`src/rtl/bcd_countdown_timer_pkg.sv`:
```
// Shared types and helpers for the BCD countdown timer.
// Digit width, the largest legal BCD code, run-control states and nibble sanitising.
package bcd_countdown_timer_pkg;

  localparam int BCD_W = 4;
  localparam logic [BCD_W-1:0] BCD_MAX = 4'd9;

  typedef enum logic [1:0] {
    ST_IDLE = 2'd0,
    ST_RUN  = 2'd1,
    ST_DONE = 2'd2
  } state_t;

  // Non-BCD codes (A..F) are clamped to 9 so count never holds an illegal digit.
  function automatic logic [BCD_W-1:0] sanitizeNibble(input logic [BCD_W-1:0] nibble);
    return (nibble > BCD_MAX) ? BCD_MAX : nibble;
  endfunction

endpackage

```
`src/rtl/bcd_countdown_timer_if.sv`:
```
// Control and status bundle between the timebase/control logic and the countdown timer.
// The master drives the requests; the slave (the timer) returns count and status.
interface bcd_countdown_timer_if #(
  parameter int DIGITS = 2
);

  logic                  i_tick;
  logic                  i_start;
  logic                  i_stop;
  logic                  i_load;
  logic [4*DIGITS-1:0]   i_loadVal;
  logic                  i_autoReload;
  logic [4*DIGITS-1:0]   o_count;
  logic                  o_zero;
  logic                  o_done;
  logic                  o_running;

  modport master (
    output i_tick, i_start, i_stop, i_load, i_loadVal, i_autoReload,
    input  o_count, o_zero, o_done, o_running
  );

  modport slave (
    input  i_tick, i_start, i_stop, i_load, i_loadVal, i_autoReload,
    output o_count, o_zero, o_done, o_running
  );

endinterface

```
`src/rtl/bcd_countdown_timer_digit_dec.sv`:
```
// Single BCD digit combinational decrement with borrow in/out.
// A digit at 0 wraps to 9 and passes the borrow on to the next digit.
module bcd_digit_dec
  import bcd_countdown_timer_pkg::*;
(
  input  logic [BCD_W-1:0] i_digit,
  input  logic             i_borrow,
  output logic [BCD_W-1:0] o_nextDigit,
  output logic             o_borrow
);

  logic w_isZero;

  assign w_isZero    = (i_digit == '0);
  assign o_borrow    = i_borrow & w_isZero;
  assign o_nextDigit = !i_borrow ? i_digit :
                       (w_isZero ? BCD_MAX : i_digit - 4'd1);

endmodule

```
`src/rtl/bcd_countdown_timer.sv`:
```
// Multi-digit BCD down-counter with load/reload, one-shot or auto-reload, and start/stop control.
// Holds the count and reload registers, the run-control FSM and the terminal-count pulse.
module bcd_countdown_timer
  import bcd_countdown_timer_pkg::*;
#(
  parameter int                  DIGITS    = 2,
  parameter logic [4*DIGITS-1:0] RESET_VAL = 8'h59
) (
  input logic                    clk,
  input logic                    rst,
  bcd_countdown_timer_if.slave   bus
);

  logic [4*DIGITS-1:0] r_count;
  logic [4*DIGITS-1:0] r_reload;
  logic                r_done;
  state_t              r_state;

  logic [4*DIGITS-1:0] w_dec;
  logic [4*DIGITS-1:0] w_loadSan;
  logic [DIGITS:0]     w_borrow;
  logic                w_zero;

  // Borrow ripples up from digit 0; it escapes the top digit only when every digit is 0.
  assign w_borrow[0] = 1'b1;

  for (genvar g = 0; g < DIGITS; g++) begin : g_digit
    bcd_digit_dec u_dec (
      .i_digit     (r_count[g*BCD_W +: BCD_W]),
      .i_borrow    (w_borrow[g]),
      .o_nextDigit (w_dec[g*BCD_W +: BCD_W]),
      .o_borrow    (w_borrow[g+1])
    );
  end

  assign w_zero = w_borrow[DIGITS];

  always_comb begin
    w_loadSan = '0;
    for (int i = 0; i < DIGITS; i++) begin
      w_loadSan[i*BCD_W +: BCD_W] = sanitizeNibble(bus.i_loadVal[i*BCD_W +: BCD_W]);
    end
  end

  // Priority each cycle: load, then stop, then start, then tick.
  always_ff @(posedge clk or posedge rst) begin
    if (rst) begin
      r_count  <= RESET_VAL;
      r_reload <= RESET_VAL;
      r_state  <= ST_IDLE;
      r_done   <= 1'b0;
    end else begin
      r_done <= 1'b0;
      if (bus.i_load) begin
        r_count  <= w_loadSan;
        r_reload <= w_loadSan;
        r_state  <= ST_IDLE;
      end else if (bus.i_stop && r_state == ST_RUN) begin
        r_state <= ST_IDLE;
      end else if (bus.i_start && r_state != ST_RUN) begin
        if (!w_zero || bus.i_autoReload) begin
          r_state <= ST_RUN;
        end
      end else if (bus.i_tick && r_state == ST_RUN) begin
        if (!w_zero) begin
          r_count <= w_dec;
          if (w_dec == '0) begin
            r_done <= 1'b1;
            if (!bus.i_autoReload) begin
              r_state <= ST_DONE;
            end
          end
        end else if (bus.i_autoReload) begin
          r_count <= r_reload;
        end else begin
          r_state <= ST_DONE;
        end
      end
    end
  end

  assign bus.o_count   = r_count;
  assign bus.o_zero    = w_zero;
  assign bus.o_done    = r_done;
  assign bus.o_running = (r_state == ST_RUN);

endmodule

```
`src/flat_wrapper.sv`:
```
// flat-port wrapper written by rule: the top's interface ports become plain ports
module bcd_countdown_timer_flat import bcd_countdown_timer_pkg::*;
#(
  parameter int                  DIGITS    = 2,
  parameter logic [4*DIGITS-1:0] RESET_VAL = 8'h59
)
  (clk, rst, bus_i_tick, bus_i_start, bus_i_stop, bus_i_load, bus_i_loadVal, bus_i_autoReload, bus_o_count, bus_o_zero, bus_o_done, bus_o_running);
  bcd_countdown_timer_if #(.DIGITS(DIGITS)) bus_i ();
  input logic clk;
  input logic rst;
  input wire logic [$bits(bus_i.i_tick)-1:0] bus_i_tick;
  input wire logic [$bits(bus_i.i_start)-1:0] bus_i_start;
  input wire logic [$bits(bus_i.i_stop)-1:0] bus_i_stop;
  input wire logic [$bits(bus_i.i_load)-1:0] bus_i_load;
  input wire logic [$bits(bus_i.i_loadVal)-1:0] bus_i_loadVal;
  input wire logic [$bits(bus_i.i_autoReload)-1:0] bus_i_autoReload;
  output wire logic [$bits(bus_i.o_count)-1:0] bus_o_count;
  output wire logic [$bits(bus_i.o_zero)-1:0] bus_o_zero;
  output wire logic [$bits(bus_i.o_done)-1:0] bus_o_done;
  output wire logic [$bits(bus_i.o_running)-1:0] bus_o_running;
  assign bus_i.i_tick = bus_i_tick;
  assign bus_i.i_start = bus_i_start;
  assign bus_i.i_stop = bus_i_stop;
  assign bus_i.i_load = bus_i_load;
  assign bus_i.i_loadVal = bus_i_loadVal;
  assign bus_i.i_autoReload = bus_i_autoReload;
  assign bus_o_count = bus_i.o_count;
  assign bus_o_zero = bus_i.o_zero;
  assign bus_o_done = bus_i.o_done;
  assign bus_o_running = bus_i.o_running;
  bcd_countdown_timer #(.DIGITS(DIGITS), .RESET_VAL(RESET_VAL)) u_core (.clk(clk), .rst(rst), .bus(bus_i));
endmodule
```
`config.mk`:
```
export PLATFORM = sky130hd
export DESIGN_NAME = bcd_countdown_timer_flat
export DESIGN_NICKNAME = d
export VERILOG_FILES = /design/src/rtl/bcd_countdown_timer_pkg.sv /design/src/rtl/bcd_countdown_timer_if.sv /design/src/rtl/bcd_countdown_timer_digit_dec.sv /design/src/rtl/bcd_countdown_timer.sv /design/src/flat_wrapper.sv
export SDC_FILE = /design/constraint.sdc
export NUM_CORES = 1
export LEC_CHECK = 0
export CORE_ASPECT_RATIO = 1.2
export CORE_MARGIN = 2
export CORE_UTILIZATION = 45
export DETAILED_ROUTE_END_ITERATION = 10
export PLACE_DENSITY_LB_ADDON = 0.12
export SLEW_MARGIN = 20
export SYNTH_ARGS = -nofsm -noshare
export SYNTH_HDL_FRONTEND = slang
export SYNTH_SLANG_ARGS = --single-unit
```
`constraint.sdc`:
```
create_clock -name clk -period 2 [get_ports clk]
set_input_delay 0.3 -clock clk [delete_from_list [all_inputs] [get_ports clk]]
set_output_delay 0.3 -clock clk [all_outputs]
set_load 0.01 [all_outputs]
```
# --- Word level (Yosys, flattened, before mapping) ---
# Cells that the tools add are included.
op_classes:
  add_sub_neg: 2
  mul: 0
  n_div: 0
  magnitude_cmp: 2
  eq_ne: 6
  shifts: 0
  muxes: 25
  bitwise_logic: 1
  reduce_logical: 13
op_table:
  columns: ["op", "n"]
  rows:
  - ["8-bit 2-to-1 mux", 6]
  - ["4-bit 2-to-1 mux", 5]
  - ["2-bit 2-to-1 mux", 8]
  - ["4-bit > comparator (second input constant)", 2]
  - ["4-bit zero test", 2]
  - ["8-bit zero test", 1]
  - ["4-bit by 1-bit subtractor with 4-bit output (second input constant)", 2]
  - ["1-bit 2-to-1 mux", 6]
  - ["5-bit nonzero test", 1]
  - ["2-bit inequality test (second input constant)", 2]
  - ["4-bit by 3-bit inequality test with 1-bit output (second input constant)", 1]
  - ["4-bit AND reduction", 1]
  - ["4-bit nonzero test", 1]
  - ["1-bit logical AND", 3]
  - ["3-bit inequality test (second input constant)", 1]
  - ["3-bit AND reduction", 1]
  - ["2-bit by 1-bit == test with 1-bit output (second input constant)", 1]
  - ["2-bit by 1-bit inequality test with 1-bit output (second input constant)", 1]
  - ["2-bit nonzero test", 1]
  - ["1-bit AND", 1]
  - ["1-bit zero test", 1]
  - ["1-bit logical OR", 1]
word_totals:
  ff_bits: 19
  latch_bits: 0
  ramBits: 0
  romBits: 0
  inputBits: 15
  word_cells: 53
  memories: 0

# --- Longest topological paths before layout ---
logic_depth:
  word_depth: 10
  depth_mapped: 5

# --- By module ---
# A second synthesis with hierarchy kept.
unflattened:
  cells_unflattened: 129
  hier_area_um2: 1246.2
by_module_without_submodules:
  columns: ["mod", "instances", "cells_each", "area_per_inst_um2", "seq_area_each_um2"]
  rows:
  - ["bcd_countdown_timer", 1, 107, 1088.5, 485.5]
  - ["bcd_digit_dec", 2, 11, 78.8, 0.0]

# --- Least setup slack after synthesis ---
# OpenSTA, ideal clock, no wires.
synth_timing:
  kind: "reg-to-reg"
  from: "register u_core.r_count[2], in the netlist u_core.bus.o_count[2]"
  to: "register u_core.r_count[1], in the netlist u_core.bus.o_count[1]"
  setup_time_ns: 0.121
  arrival_time_ns: 1.376
  t_required_ns: 1.879
  setup_slack_ns: 0.503
  path_stages_with_launch: 5
  n_path_buf: 0
  synth_period_minus_slack_ns: 1.497
  cell_sequence: "dfrtp_1 -> or3_4 -> nor4_4 -> nor2_1 -> a22o_1"
synth_between:
  elab_chain_len: 7
  elab_cells_between_ends: 10
  classes_between: "eq/ne (1); mux (6); bitwise (1); reduce/logical (2)"
synth_rtl:
  columns: ["item", "line", "source"]
  rows:
  - ["from (decl)", "bcd_countdown_timer.sv:14", "logic [4*DIGITS-1:0] r_count;"]
  - ["from (signal assigned)", "bcd_countdown_timer.sv:55", "r_count <= w_loadSan;"]
  - ["from (signal assigned)", "bcd_countdown_timer.sv:66", "r_count <= w_dec;"]
  - ["from (signal assigned)", "bcd_countdown_timer.sv:74", "r_count <= r_reload;"]
  - ["4-bit zero test (*)", "bcd_countdown_timer_digit_dec.sv:14", "assign w_isZero = (i_digit == '0);"]
  - ["4-bit 2-to-1 mux / 1-bit AND (equally long branches)", "bcd_countdown_timer_digit_dec.sv:17, bcd_countdown_timer_digit_dec.sv:15", null]
  - ["8-bit 2-to-1 mux", "bcd_countdown_timer.sv:65", "if (!w_zero) begin"]
  - ["8-bit 2-to-1 mux", "bcd_countdown_timer.sv:64", "end else if (bus.i_tick && r_state == ST_RUN) begin"]
  - ["8-bit 2-to-1 mux", "bcd_countdown_timer.sv:60", "end else if (bus.i_start && r_state != ST_RUN) begin"]
  - ["8-bit 2-to-1 mux", "bcd_countdown_timer.sv:58", "end else if (bus.i_stop && r_state == ST_RUN) begin"]
  - ["8-bit 2-to-1 mux", "bcd_countdown_timer.sv:54", "if (bus.i_load) begin"]
# Every way passes the cells marked *; elsewhere a longest branch is shown, timed or not. The select of a mux whose other input is x is not followed.
# A chain may end at the register's enable or synchronous reset.

# --- Worst setup path in the final report ---
layout_timing:
  from: "register u_core.r_count[3], in the netlist u_core.bus.o_count[3]"
  to: "output bus_o_count[3]"
layout_rtl:
  columns: ["item", "line", "source"]
  rows:
  - ["to (decl)", "flat_wrapper.sv:17", "output wire logic [$bits(bus_i.o_count)-1:0] bus_o_count;"]
# No word-level cell between the ends.

==> summary.md <==
| Metric | Value |
|---|---|
| Family with the most delay on the worst path | `flip-flops` |
| Vias in the first global route | `1032` |
| Hold Slack | `0.3291 ns` |
| Worst reg2reg startpoint | `u_core.bus.o_count[2]$_DFFE_PP0P_` |
| Reg power frac | `51.8%` |
| Register area | `486.7 sq um` |
| Critical path, cell by cell | `clkdlybuf4s50_1` |
| Internal | `632.9 uW` |
| Rows | `19` |
| Wire length per cell | `14.33 um` |
| Die area | `0.002860 sq mm` |
| Vias per cell | `5.565` |
| Area contributors post-synth | `dfrtp_1 25%, dfstp_2 19%, nand2_1 4.8%` |
| Max Fclk | `563.6 MHz` |
| Hpwl dp | `2.059 mm` |
| Commonest non-fill, non-tap cells in the layout | `24 x clkdlybuf4s50_1, 14 x nand2_1, 12 x buf_4` |
| Register-to-register setup slack | `0.34 ns` |
| Setup Crit Path Kind | `reg -> out` |
| FF-to-FF End | `u_core.bus.o_count[1]$_DFFE_PP0P_` |
| 1st-pass router iterations | `4` |
| EDFF count, synth | `0` |
| PD cells | `592.5 mW/mm^2` |
| Multi-input logic area | `579.3 sq um` |
| Leading area contributor after synthesis | `dfrtp_1` |
| Max_slew headroom | `74.01%` |
| Worst-margin pin slew | `0.3887 ns` |
| ANT nets after route | `0` |
| Met1 GRT Util | `27.76%` |
| CTS Buffer Depth | `2` |
| CP arrival | `1.47 ns` |
| Commonest non-fill, non-tap cell in the layout | `clkdlybuf4s50_1` |
| GRT busiest layer | `met2` |
| RSZ-0062 raised after global routing | `no` |
| Die Ht | `58.19 um` |
| DRC errors left | `0` |
| Worst r2r path cells | `5` |
| Pin count of the biggest net entering global routing | `20` |
| Crit end category | `output port` |
| Total wire length | `2.666 mm` |
| Cts bufs inserted | `3` |
| Clk pin slew, worst setup/hold paths | `0.10 ns` |
| Logic pwr share | `26.8%` |
| GPL Wtd Cong | `0.8224` |
| Final Util | `65.22%` |
| Max cap viols | `0` |
| Switch Pwr | `258.2 uW` |
| Lkg Pwr | `0.6126 nW` |
| Synth async-reset ratio | `100.0%` |
| Hold Vio Cnt, Final | `0` |
| Sw frac | `28.98%` |
| Max stage delay cell, worst path | `dfstp_2` |
| IO buf count | `25` |
| Starting Density | `47.75%` |
| CTS tree | `yes` |
| Fillcell total | `215` |
| Startpoint types | `flop` |
| Gate Count Post-Synth | `117` |
| Depth of the CTS H-tree | `1` |
| Clk sink count | `19` |
| Synth cell types | `44` |
| Clock network latency to the later pin of the worst-skew pair | `0.29 ns` |
| Clk root buf | `clkbuf_4` |
| Primary FF master, synth | `dfrtp_1` |
| Status | `finished clean` |
| Post-synthesis register bit count | `19` |
| Cell area after synthesis | `0.001101 sq mm` |
| First-pass GRT wire length | `4.698 mm` |
| Initial DRC count | `29` |
| Die X | `49.16 um` |
| # IOs | `26` |
| Worst Path Max Fanout | `6` |
| Avg Cell Area, Syn | `9.411 sq um` |
| Slew Limit Fails | `0` |
| Ys Warns | `0` |
| Initial antenna violation count | `0` |
| Crit path buf inv count | `1` |
| Minimum clock period after layout | `1.774 ns` |
| Final TNS setup | `0 ns` |
| Worst path max stage delay | `0.62 ns` |
| Worst min path class | `in -> async` |
| CP Data Required Time | `1.70 ns` |
| GR Util met2 | `37.84%` |
| Endpoints failing setup | `0` |
| Final worst-path cycle share | `88.72%` |
| Area grow syn2layout | `36.59%` |
| GRT Residual Overflow | `0` |
| Clock power share | `21.4%` |
| Core box area | `0.002306 sq mm` |
| Final nets | `171` |
| Via count | `1035` |
| Clock skew after layout | `0.0003760 ns` |
| Area share of the largest cell type after synthesis | `25.00%` |
| Syn nets | `132` |
| Share of layout cells above drive strength 1 | `23.23%` |
| Antenna Cells | `0` |
| Met3 usage | `2.320%` |
| Maximum vdd drop | `476.8 uV` |
| GR Util All Layers | `21.74%` |
| Sequential area share after synthesis | `44.09%` |
cell families after synthesis:
| kind of cell | synth area share (%) |
|---|---|
| buffers and inverters | 3.750 |
| AO/OA/AOI/OAI | 22.05 |
| AND/OR/NAND/NOR | 27.16 |
| multiplexers | 2.954 |
| flip-flops | 44.09 |
cell type report:
class                      count  area share, %
sequential                    19          32.36
inverter                       8          1.997
tap                           31          2.579
timing repair buffer          37          22.80
multi-input combinational     87          38.52
clock buffer                   4          1.747
cells in the mapped netlist (2+ instances only):
cell type and n:
inv_1 8, a21oi_1 7, o21ai_0 9, a21o_1 2
nand4_1 2, o21a_1 3, dfrtp_1 11, dfstp_2 8
nor2b_1 4, nand2_1 14, clkbuf_1 3, nand3b_1 2
or3_4 2, mux2_2 2, nor2_1 9, or3_1 2
a211o_1 2
registers in the layout, indices dropped and copies added, names as in the netlist:
signal and cells:
u_core.r_state 2, u_core.bus.o_done 1, u_core.r_reload 8, u_core.bus.o_count 8
layer usage:
layer / vias up / part of all wire [%] / wire [um]
met5: - / 0 / 0
met4: 0 / 1.7 / 44
met3: 4 / 3.8 / 100
met2: 30 / 52 / 1380
met1: 497 / 43 / 1140
li1: 504 / - / -
power groups by stage:
stage	logic (mW)	registers (mW)	clock network (mW)
3_3_place_gp	0.229	0.471	0
3_5_place_dp	0.231	0.471	0
4_1_cts	0.241	0.462	0.197
2_1_floorplan	0.110	0.472	0
6_report	0.239	0.462	0.191
5_1_grt	0.265	0.468	0.213
per-stage QoR:
step	std cells	power (mW)	setup WS, ns	cell area, sq um
after global routing	186	0.9450	0.1764	1504
after detailed placement	181	0.7018	0.09949	1461
after CTS	186	0.8996	0.02129	1501
after floorplan	117	0.5825	0.5029	1101
after global placement	181	0.6994	0.1824	1461
final	186	0.8910	0.2257	1504
how the worst max path moves through the flow:
stage / from / endpoint / slack, ns / depth (start not counted)
final: u_core.bus.o_count[3]$_DFFE_PP1P_ / bus_o_count[3] / 0.23 / 1
after floorplan: u_core.bus.o_count[2]$_DFFE_PP0P_ / u_core.bus.o_count[1]$_DFFE_PP0P_ / 0.50 / 4
after global routing: u_core.r_state[0]$_DFFE_PP0P_ / bus_o_running / 0.18 / 2
after detailed placement: bus_i_stop / u_core.bus.o_count[5]$_DFFE_PP0P_ / 0.1 / 5
after CTS: u_core.bus.o_count[4]$_DFFE_PP1P_ / bus_o_zero / 0.02 / 3
after global placement: bus_i_stop / u_core.bus.o_count[5]$_DFFE_PP0P_ / 0.18 / 5
repair_timing:
action	in CTS	in global routing
gates resized for setup	2	1
setup endpoints to repair	1	1
hold buffers	0	0
pin swaps	0	0
setup buffers	1	0
(Power assumes the default switching activity.)
